[config.mk]
export PLATFORM = sky130hd
export DESIGN_NAME = decode_seq
export DESIGN_NICKNAME = d
export VERILOG_FILES = /design/src/rtl/decode_seq.sv
export SDC_FILE = /design/constraint.sdc
export NUM_CORES = 1
export LEC_CHECK = 0
export ABC_AREA = 1
export CAP_MARGIN = 10
export CORE_MARGIN = 2
export CORE_UTILIZATION = 50
export CTS_BUF_LIST = sky130_fd_sc_hd__clkbuf_8 sky130_fd_sc_hd__clkbuf_16
export DETAILED_ROUTE_END_ITERATION = 8
export PLACE_DENSITY = 0.77
export SLEW_MARGIN = 20
export SYNTH_ARGS = -nofsm -noshare
export SYNTH_HDL_FRONTEND = slang
export SYNTH_SLANG_ARGS = --single-unit
export TNS_END_PERCENT = 10
[constraint.sdc]
create_clock -name clk -period 1.9 [get_ports clk]
set_clock_uncertainty 0.05 [all_clocks]
set_input_delay 0.19 -clock clk [delete_from_list [all_inputs] [get_ports clk]]
set_output_delay 0.19 -clock clk [all_outputs]
set_load 0.02 [all_outputs]
[src/rtl/decode_seq.sv]
// rtl/decode_seq.sv - registered binary-to-one-hot decoder with level, pulse and scan modes
//
// Purpose:
//   Accepts a binary code over a valid/ready handshake and drives a glitch-free
//   registered one-hot select bus. Three modes are supported:
//   level (latched), pulse (timed strobe) and scan (walk from code to top output).
//   Optional macro DECODE_SEQ_ERR_EN adds an err strobe.
//   With this macro, an illegal code is dropped instead of clearing the outputs.
//
// Parameters:
//   IN_W        width of the binary code
//   NUM_OUT     number of one-hot outputs (2 .. 2**IN_W)
//   HOLD_CYCLES cycles each one-hot value is held in pulse/scan (>= 1)
//
// Ports:
//   clk       rising-edge clock
//   rst       synchronous active-high reset
//   en        block enable, low aborts any activity
//   mode      00 level, 01 pulse, 10 scan, 11 level
//   de_in     binary code
//   in_valid  command present
//   in_ready  command can be accepted (IDLE or LEVEL while enabled)
//   de_out    registered one-hot select, or all-zero
//   busy      high while in PULSE or SCAN
//   done      one-cycle completion strobe for pulse/scan
//   err       (DECODE_SEQ_ERR_EN only) one-cycle strobe on an accepted illegal code

module decode_seq #(
  parameter int IN_W        = 4,
  parameter int NUM_OUT     = 16,
  parameter int HOLD_CYCLES = 4
) (
  input  logic               clk,
  input  logic               rst,
  input  logic               en,
  input  logic [1:0]         mode,
  input  logic [IN_W-1:0]    de_in,
  input  logic               in_valid,
  output logic               in_ready,
  output logic [NUM_OUT-1:0] de_out,
  output logic               busy,
  output logic               done
`ifdef DECODE_SEQ_ERR_EN
  ,
  output logic               err
`endif
);

  localparam int CNT_W = $clog2(HOLD_CYCLES + 1);

  typedef enum logic [1:0] {
    S_IDLE  = 2'd0,
    S_LEVEL = 2'd1,
    S_PULSE = 2'd2,
    S_SCAN  = 2'd3
  } state_t;

  state_t             state, state_nxt;
  logic [IN_W-1:0]    idx, idx_nxt;
  logic [CNT_W-1:0]   cnt, cnt_nxt;
  logic [NUM_OUT-1:0] de_nxt;
  logic               done_nxt;
  logic               busy_nxt;
  logic               accept;
  logic               illegal;
  logic               last_hold;
  logic               last_idx;
`ifdef DECODE_SEQ_ERR_EN
  logic               err_nxt;
`endif

  function automatic logic [NUM_OUT-1:0] onehot(input logic [IN_W-1:0] i);
    return NUM_OUT'(1) << i;
  endfunction

  assign in_ready  = en && (state == S_IDLE || state == S_LEVEL);
  assign accept    = in_valid && in_ready;
  assign illegal   = 32'(de_in) >= NUM_OUT;
  // cnt holds the cycles left in the current window, including the present one
  assign last_hold = (cnt == CNT_W'(1));
  assign last_idx  = (32'(idx) == NUM_OUT - 1);

  // State register, together with the registered outputs and counters
  always_ff @(posedge clk) begin
    if (rst) begin
      state  <= S_IDLE;
      idx    <= '0;
      cnt    <= '0;
      de_out <= '0;
      done   <= 1'b0;
      busy   <= 1'b0;
`ifdef DECODE_SEQ_ERR_EN
      err    <= 1'b0;
`endif
    end else begin
      state  <= state_nxt;
      idx    <= idx_nxt;
      cnt    <= cnt_nxt;
      de_out <= de_nxt;
      done   <= done_nxt;
      busy   <= busy_nxt;
`ifdef DECODE_SEQ_ERR_EN
      err    <= err_nxt;
`endif
    end
  end

  // Next-state logic; an abort (en low) wins over any completion on the same edge
  always_comb begin
    state_nxt = state;
    if (!en) begin
      state_nxt = S_IDLE;
    end else if (accept) begin
      if (illegal) begin
`ifdef DECODE_SEQ_ERR_EN
        state_nxt = state;
`else
        state_nxt = S_IDLE;
`endif
      end else begin
        case (mode)
          2'b01:   state_nxt = S_PULSE;
          2'b10:   state_nxt = S_SCAN;
          default: state_nxt = S_LEVEL;
        endcase
      end
    end else begin
      case (state)
        S_PULSE: if (last_hold) state_nxt = S_IDLE;
        S_SCAN:  if (last_hold && last_idx) state_nxt = S_IDLE;
        default: state_nxt = state;
      endcase
    end
  end

  // Next-output logic: the values the output registers take on the coming edge
  always_comb begin
    de_nxt   = de_out;
    done_nxt = 1'b0;
    idx_nxt  = idx;
    cnt_nxt  = cnt;
`ifdef DECODE_SEQ_ERR_EN
    err_nxt  = 1'b0;
`endif
    if (!en) begin
      de_nxt  = '0;
      idx_nxt = '0;
      cnt_nxt = '0;
    end else if (accept) begin
      if (illegal) begin
`ifdef DECODE_SEQ_ERR_EN
        // Command dropped: outputs and counters hold, only err strobes
        err_nxt = 1'b1;
`else
        de_nxt  = '0;
        idx_nxt = '0;
        cnt_nxt = '0;
`endif
      end else begin
        de_nxt  = onehot(de_in);
        idx_nxt = de_in;
        cnt_nxt = CNT_W'(HOLD_CYCLES);
      end
    end else begin
      case (state)
        S_PULSE: begin
          if (last_hold) begin
            de_nxt   = '0;
            done_nxt = 1'b1;
            cnt_nxt  = '0;
          end else begin
            cnt_nxt = cnt - CNT_W'(1);
          end
        end
        S_SCAN: begin
          if (last_hold) begin
            if (last_idx) begin
              // Top output finished: stop, no wrap-around to output 0
              de_nxt   = '0;
              done_nxt = 1'b1;
              cnt_nxt  = '0;
            end else begin
              idx_nxt = idx + IN_W'(1);
              de_nxt  = onehot(idx + IN_W'(1));
              cnt_nxt = CNT_W'(HOLD_CYCLES);
            end
          end else begin
            cnt_nxt = cnt - CNT_W'(1);
          end
        end
        default: begin
          de_nxt = de_out;
        end
      endcase
    end
    busy_nxt = (state_nxt == S_PULSE) || (state_nxt == S_SCAN);
  end

endmodule

==> results of run 1 <==
## sequential cells by signal (all words and copies together), names as in the netlist
register and flops:
de_out 16, busy 1, idx 4, done 1
cnt 3, state 2
## cell usage in the layout, fill, tap and decap left out
| cell | count |
|---|---|
| ha_1 | 8 |
| or2_2 | 2 |
| a21oi_1 | 23 |
| clkdlybuf4s50_1 | 28 |
| nand3_4 | 1 |
| inv_2 | 2 |
| nand2_1 | 45 |
| nor2_4 | 1 |
| nand2_2 | 1 |
| dfxtp_1 | 27 |
| inv_4 | 1 |
| clkbuf_8 | 3 |
| o211ai_1 | 2 |
| o21ai_1 | 1 |
| a21oi_2 | 3 |
| clkinv_2 | 1 |
| nor3b_1 | 1 |
| nand3_1 | 21 |
| buf_4 | 5 |
| o21ai_0 | 19 |
| inv_1 | 24 |
| nand2_4 | 1 |
| nand4_1 | 3 |
| nor2_1 | 38 |
| nor2_2 | 2 |
| a31oi_1 | 3 |
## layout make-up
cell class / instances / area (µm²) / share of cell area, %
sequential: 27 / 541 / 27.7
clock buffer: 3 / 41.3 / 2.11
timing repair buffer: 33 / 318 / 16.3
tap: 44 / 55.1 / 2.82
clock inverter: 1 / 5.00 / 0.256
inverter: 27 / 104 / 5.32
multi-input combinational: 175 / 890 / 45.5
## cells in the mapped netlist, drive strengths merged
| cell type | instances |
|---|---|
| o21ai | 20 |
| inv | 27 |
| dfxtp | 27 |
| a31oi | 3 |
| nand3 | 22 |
| buf | 4 |
| clkbuf | 1 |
| nand4 | 3 |
| ha | 8 |
| o211ai | 2 |
| a21oi | 26 |
| or2 | 2 |
| nor3b | 1 |
| nand2 | 47 |
| nor2 | 41 |
## power by group
part           switching (mW)  leakage (nW)  internal [mW]
Clock                   0.183        0.0255          0.147
Combinational           0.115         0.585         0.0796
Sequential             0.0110         0.219          0.582
Total                   0.309         0.830          0.809
## worst max-delay path: cells and delay by family
kind | cells | cell delay (ps)
buffers and inverters | 3 | 1260
AND/OR/NAND/NOR | 1 | 90
## cells by family after synthesis
family                     count (synthesis)
adders and majority gates                  8
AOI/OAI and AO/OA                         51
and+or+nand+nor                          116
DFF                                       27
buffers and inverters                     32
## per-layer routing
| metal | global-route usage, % | vias up |
|---|---|---|
| li1 | - | 829 |
| met1 | 32.3 | 668 |
| met4 | 6.98 | 0 |
| met2 | 31.5 | 59 |
| met3 | 4.33 | 8 |
| met5 | 0 | - |
## stage by stage
step	std cells	setup WS, ps	hold WS, ps	total power [mW]
6_report	310	117	429	1.12
5_1_grt	310	51.1	443	1.18
3_5_place_dp	306	120	416	0.799
4_1_cts	310	111	430	1.12
2_1_floorplan	234	580	316	0.723
3_3_place_gp	306	138	406	0.799
## worst paths after layout
kind	endpoint	slack, ps	depth (start not counted)
setup / recovery	in_ready	120	4
hold / removal	cnt[1]	430	2
setup reg to reg	de_out[9]	350	7
hold reg to reg	cnt[1]	430	2
==> flow_summary.yaml, run 1 <==
worst_setup_path:
  crit_chain: "clkdlybuf4s50_1 > inv_1 > nor2_1 > clkdlybuf4s50_1"
  worstPathRequired_ps: 1660
  end_kind: "primary output"
  crit_fanout: 3
  crit_path_max_incr_delay_ps: 600
  critPathSlowestCell: "clkdlybuf4s50_1"
  crit_top_cell: "clkdlybuf4s50_1"
  critPathArrivalTime_ps: 1540
  crit_type: "in -> out"
  cp-start-kind: "input pin"
  r2r_start: "idx[1]"
  crit_start: "en"
final_layout:
  fin_util_pct: 64.5
  area_growth_pct: 24.5
  n_antenna_cell: 0
  fill_cells: 302
  fin_area_um2: 1950
  nets: 285
  drive_above_1_share_pct: 8.65
logic_synthesis:
  synth_top_family_by_area: "simple AND/OR/NAND/NOR gates"
  synth.top_cell.area_share_pct: 34.4
  yosysTopAreaCell: "dfxtp_1"
  yosysWarnings: 0
  synth-seq-cells: 27
  syn_nets: 252
  synth-compound-area-share_pct: 17.5
  synthMuxAreaShare_pct: 0
  synthCells: 234
  synth_fa_ha_area_share_pct: 6.38
  syn-cell-area_um2: 1570
  yosysSeqAreaShare_pct: 34.4
  synth-simple-area-share_pct: 32.8
  synth.distinct_cells: 26
  yosys-top-cells-area: "dfxtp_1 34%, nand2_1 11%, nor2_1 9.1%"
  syn_avg_cell_area_um2: 6.71
  synth-xor-area-share_pct: 0
die:
  rows: 20
  floorplan.initialDensity_pct: 51.8
  ioPinCount: 29
  dieWidth_um: 60.0
  die_area_um2: 3600
  core_um2: 3030
  die_h_um: 60.0
timing:
  hold_viol_final: 0
  tns_ps: 0
  max-slew-margin-rel_pct: 69.6
  setup_viol: 0
  fin_crit_ps: 1780
  fmax_mhz: 561
  tightest_slew_ps: 456
  rsz0062_at_grt: "no"
  period_share_pct: 93.8
  maxSlewViolCount: 0
clocking:
  cts_tree: "built"
  cts.sinks: 27
  cts_made_buffers: 3
  ctsHtreeMaxLevel: 1
  clk_latency_ps: 270
  clkTransAtPathRegs_ps: 90
  post-cts-setup-buffers: 0
  cts_resized: 0
  ctsHoldBuffers: 0
  clock_tree.root_cell: "clkbuf_8"
  cts_buffer_depth: 2
global_routing:
  grt_max_degree: 24
  grt_pass1_wl_um: 5910
  antenna_found_initial: 0
  grt_pass1_vias: 1301
  grt-ovfl-total: 0
  grtUsageTotal_pct: 21.8
routing:
  routed.top_layer: "met4"
  vias_per_cell: 5.05
  wl_per_cell_um: 12.1
  wl_met2_um: 1600
  wirelength_um: 3740
  vias: 1564
  route.detailed.drc: 0
  dr.first_iter.drc_count: 68
  wl_met1_um: 1810
  wl_met3_um: 254
  first_pass_iters: 4
  ant_nets: 0
job:
  drv_cap: 0
place:
  postPlaceCellArea_um2: 1910
  globalplace.congestion: 0.920
  io_buffers: 28
  hpwl_um: 2790
power_and_ir_drop:
  leakagePower_nw: 0.830
  power.density_nw_per_um2: 572
  ir_drop_mv: 0.384
worst_hold_path:
  worstHoldPathType: "reg -> reg"
  holdCritStartpoint: "cnt[1]"
outcome:
  status: "completed"
Note: power is estimated with default switching activity, not from simulation.
==> inputs of run 2 (changes only) <==
==> constraint.sdc (replaced) <==
create_clock -name clk -period 1.9 [get_ports clk]
set_clock_uncertainty 0.05 [all_clocks]
set_input_delay 0.475 -clock clk [delete_from_list [all_inputs] [get_ports clk]]
set_output_delay 0.475 -clock clk [all_outputs]
set_load 0.02 [all_outputs]
==> flow_summary.yaml, run 2 (synthesis gave the netlist of run 1 again) <==
timing:
  fmax_mhz: 562
  maxSlewViolCount: 0
  max-slew-margin-rel_pct: 82.2
  fin_crit_ps: 1780
  hold_viol_final: 0
  period_share_pct: 93.7
  setup_ws_ps: 120
  tns_ps: 0
  rsz0062_at_grt: "no"
  setup_viol: 0
  tightest_slew_ps: 265
global_routing:
  grtUsageTotal_pct: 22.1
  grt_pass1_vias: 1466
  met3_usage_pct: 3.03
  grt_max_degree: 26
  antenna_found_initial: 0
  grt-ovfl-total: 0
  grtUsageMet1_pct: 29.2
  grt_use_met2_pct: 36.3
  busiest_layer: "met2"
  grt_pass1_wl_um: 6040
die:
  ioPinCount: 29
  dieWidth_um: 60.0
  die_h_um: 60.0
  rows: 20
  core_um2: 3030
  die_area_um2: 3600
  floorplan.initialDensity_pct: 51.8
clocking:
  cts_made_buffers: 3
  cts.sinks: 27
  clock_tree.root_cell: "clkbuf_8"
  clkTransAtPathRegs_ps: 90
  post-cts-setup-buffers: 0
  clk_latency_ps: 270
  cts_resized: 3
  ctsHoldBuffers: 0
  ctsHtreeMaxLevel: 1
  cts_buffer_depth: 2
  cts_tree: "built"
power_and_ir_drop:
  ir_drop_mv: 0.416
  leakagePower_nw: 0.854
  p_total_mw: 1.12
  power.density_nw_per_um2: 561
routing:
  wirelength_um: 3640
  wl_per_cell_um: 11.6
  vias: 1607
  dr.first_iter.drc_count: 60
  first_pass_iters: 4
  route.detailed.drc: 0
  vias_per_cell: 5.12
  ant_nets: 0
final_layout:
  top_regs: "de_out: 16 flops, idx: 4 flops, cnt: 3 flops"
  n_antenna_cell: 0
  area_growth_pct: 26.8
  final_cell_mix: "45 x nand2_1, 38 x nor2_1, 27 x dfxtp_1, 27 x clkdlybuf4s50_1, 25 x inv_1"
  instances_no_fill: 314
  largest-register: "de_out"
  largest_register_ffs: 16
  fill_cells: 285
  final_common_cell: "nand2_1"
  drive_above_1_share_pct: 10.0
  fin_util_pct: 65.7
  nets: 289
worst_setup_path:
  cp-start-kind: "input pin"
  r2r_start: "idx[1]"
  crit_fanout: 2
  crit_chain: "clkdlybuf4s50_1 > inv_1 > nor2_1 > buf_2"
  worstPathRequired_ps: 1370
  end_kind: "primary output"
  r2r_cells: 7
  rrSetupSlack_ps: 320
  crit_type: "in -> out"
  crit_start: "en"
  crit_path_max_incr_delay_ps: 480
  critPathSlowestCell: "clkdlybuf4s50_1"
  critPathArrivalTime_ps: 1260
place:
  hpwl_um: 2660
  dp_cells: 310
  pre_cts_slack_ps: -321
  globalplace.congestion: 0.856
  io_buffers: 28
worst_hold_path:
  worstHoldPathType: "reg -> reg"
  holdPathStages: 2
  holdCritStartpoint: "cnt[1]"
outcome:
  status: "completed"
job:
  drv_cap: 0
[run 2: cell types whose count changed in the layout (fill, tap and decap cells not counted)]
cell             previous run  this run
buf_4                       5         8
buf_12                      0         1
buf_2                       0         1
clkdlybuf4s50_1            28        27
clkinv_2                    1         0
inv_1                      24        25
[run 2: critical path: cells and delay by family]
family	cells	cell delay, ps
buffers and inverters	3	700
and+or+nand+nor	1	70
[run 2: path summary, 6_finish.rpt]
path                                   to
worst max register to register  de_out[9]
worst max-delay path             in_ready
worst min register to register     cnt[1]
worst min-delay path               cnt[1]
[run 2: per-stage QoR]
step           area (µm²)  hold WS [ps]
2_1_floorplan        1570           392
3_3_place_gp         1950           402
3_5_place_dp         1950           406
4_1_cts              2000           420
5_1_grt              1990           462
6_report             1990           416
[run 2: routing by layer]
layer | up-vias | wire (µm)
met5 | - | 0
li1 | 838 | -
met2 | 58 | 1640
met1 | 707 | 1710
met3 | 4 | 248
met4 | 0 | 34
[run 2: power by group]
part	switching, mW	internal [mW]	total, mW
clock	0.175	0.145	0.320
sequential	0.0110	0.582	0.593
combinational	0.116	0.0861	0.202
total	0.302	0.813	1.12
[run 2: cell type report]
cell class	instances	area, µm²	share of cell area [%]
clock buffers	3	41.3	2.08
clock inverters	1	3.75	0.189
repair buffers	37	355	17.9
multi-input cells	175	890	44.7
well taps	44	55.1	2.77
inverters	27	104	5.22
flip-flops and latches	27	541	27.2
==> inputs of run 3 (changes only) <==
CAP_MARGIN = not set   (was 10)
CORE_UTILIZATION = 30   (was 50)
PLACE_DENSITY = not set   (was 0.77)
==> flow_summary.yaml, run 3 (synthesis gave the netlist of run 1 again) <==
global_routing:
  antenna_found_initial: 0
  grt_max_degree: 17
  grt_pass1_wl_um: 7170
  grt-ovfl-total: 0
  grt_pass1_vias: 1543
  grtUsageTotal_pct: 14.9
clocking:
  clock_tree.root_cell: "clkbuf_8"
  clkTransAtPathRegs_ps: 90
  cts_tree: "built"
  ctsHtreeMaxLevel: 1
  clk_latency_ps: 280
  cts_buffer_depth: 2
  cts.sinks: 27
  cts_made_buffers: 3
final_layout:
  nets: 293
  largest_register_ffs: 16
  final_common_cell: "nand2_1"
  top_regs: "de_out: 16 flops, idx: 4 flops, cnt: 3 flops"
  final_cell_mix: "45 x nand2_1, 38 x nor2_1, 27 x dfxtp_1, 27 x clkdlybuf4s50_1, 24 x inv_1"
  drive_above_1_share_pct: 11.7
  fin_util_pct: 40.2
  area_growth_pct: 30.1
  largest-register: "de_out"
  n_antenna_cell: 0
power_and_ir_drop:
  ir_drop_mv: 0.405
  leakagePower_nw: 0.868
  swShare_pct: 27.9
  power.density_nw_per_um2: 556
  p_int_mw: 0.818
  p_seq_share_pct: 52.3
  clkPwrFrac_pct: 29.5
  pwr-share-comb_pct: 18.2
  switchingPower_mw: 0.316
timing:
  rsz0062_at_grt: "no"
  hold_viol_final: 0
  setup_ws_ps: 114
  fmax_mhz: 560
  fin_crit_ps: 1790
  maxSlewViolCount: 0
  max-slew-margin-rel_pct: 81.4
  period_share_pct: 94.0
  tightest_slew_ps: 278
  setup_viol: 0
  tns_ps: 0
  timing.hold.ws_ps: 420
worst_setup_path:
  cp-start-kind: "input pin"
  critPathArrivalTime_ps: 1260
  r2r_start: "idx[1]"
  worstPathRequired_ps: 1370
  crit_start: "en"
  end_kind: "primary output"
  crit_path_end: "in_ready"
  r2r_cells: 7
  rrSetupSlack_ps: 300
  crit_type: "in -> out"
  crit_fanout: 2
  worstReg2RegEnd: "de_out[0]"
place:
  pre_cts_slack_ps: -329
  globalplace.congestion: 0.837
  io_buffers: 28
  hpwl_um: 3190
die:
  die_h_um: 76.3
  floorplan.initialDensity_pct: 30.9
  ioPinCount: 29
  dieWidth_um: 76.3
  die_area_um2: 5820
  core_um2: 5070
  rows: 26
outcome:
  status: "completed"
routing:
  vias: 1632
  vias_per_cell: 4.74
  wirelength_um: 4080
  route.detailed.drc: 0
  first_pass_iters: 4
  ant_nets: 0
  dr.first_iter.drc_count: 47
  wl_per_cell_um: 11.9
worst_hold_path:
  worstHoldPathType: "reg -> reg"
job:
  drv_cap: 0
[run 3: how the worst min path moves through the flow]
stage          startpoint     end  slack (ps)  depth (start not counted)
5_1_grt            cnt[1]  cnt[1]         450                          2
2_1_floorplan      cnt[1]  cnt[1]         390                          2
3_5_place_dp       cnt[1]  cnt[1]         410                          2
4_1_cts            cnt[1]  cnt[1]         420                          2
6_report           cnt[1]  cnt[1]         420                          2
3_3_place_gp       cnt[1]  cnt[1]         410                          2
[run 3: area by class of cell]
cell class | count | area (µm²)
clock inverter | 1 | 5.00
fill | 559 | 3030
inverter | 27 | 104
tap | 70 | 87.6
timing repair buffer | 41 | 373
multi-input combinational | 175 | 890
sequential | 27 | 541
clock buffer | 3 | 41.3
[run 3: power groups by stage]
stage	clock (mW)	combinational, mW	sequential (mW)
6_report	0.334	0.207	0.594
5_1_grt	0.373	0.230	0.597
4_1_cts	0.351	0.209	0.594
3_5_place_dp	0	0.209	0.606
3_3_place_gp	0	0.207	0.606
2_1_floorplan	0	0.104	0.619
[run 3: metal layers]
layer  track usage, %  vias to the layer above  routed length [µm]
li1                 -                      844                   -
met1             19.4                      746                2000
met2             25.8                       38                1910
met3             3.08                        4                 151
met4             2.36                        0                  23
met5                0                        -                   0
[run 3: worst max-delay path, stage by stage]
cell	delay [ps]
clkdlybuf4s50_1	480
inv_1	60
nor2_1	80
buf_2	160
[run 3: through the flow]
stage	area [µm²]	instances	total power, mW
2_1_floorplan	1570	234	0.723
3_3_place_gp	2000	340	0.813
3_5_place_dp	2000	340	0.815
4_1_cts	2050	344	1.15
5_1_grt	2040	344	1.20
6_report	2040	344	1.13
[run 3: what timing repair did]
action,CTS,global route
hold buffers,0,0
resized for setup,3,1
setup endpoints to repair,1,1
setup buffers,0,0
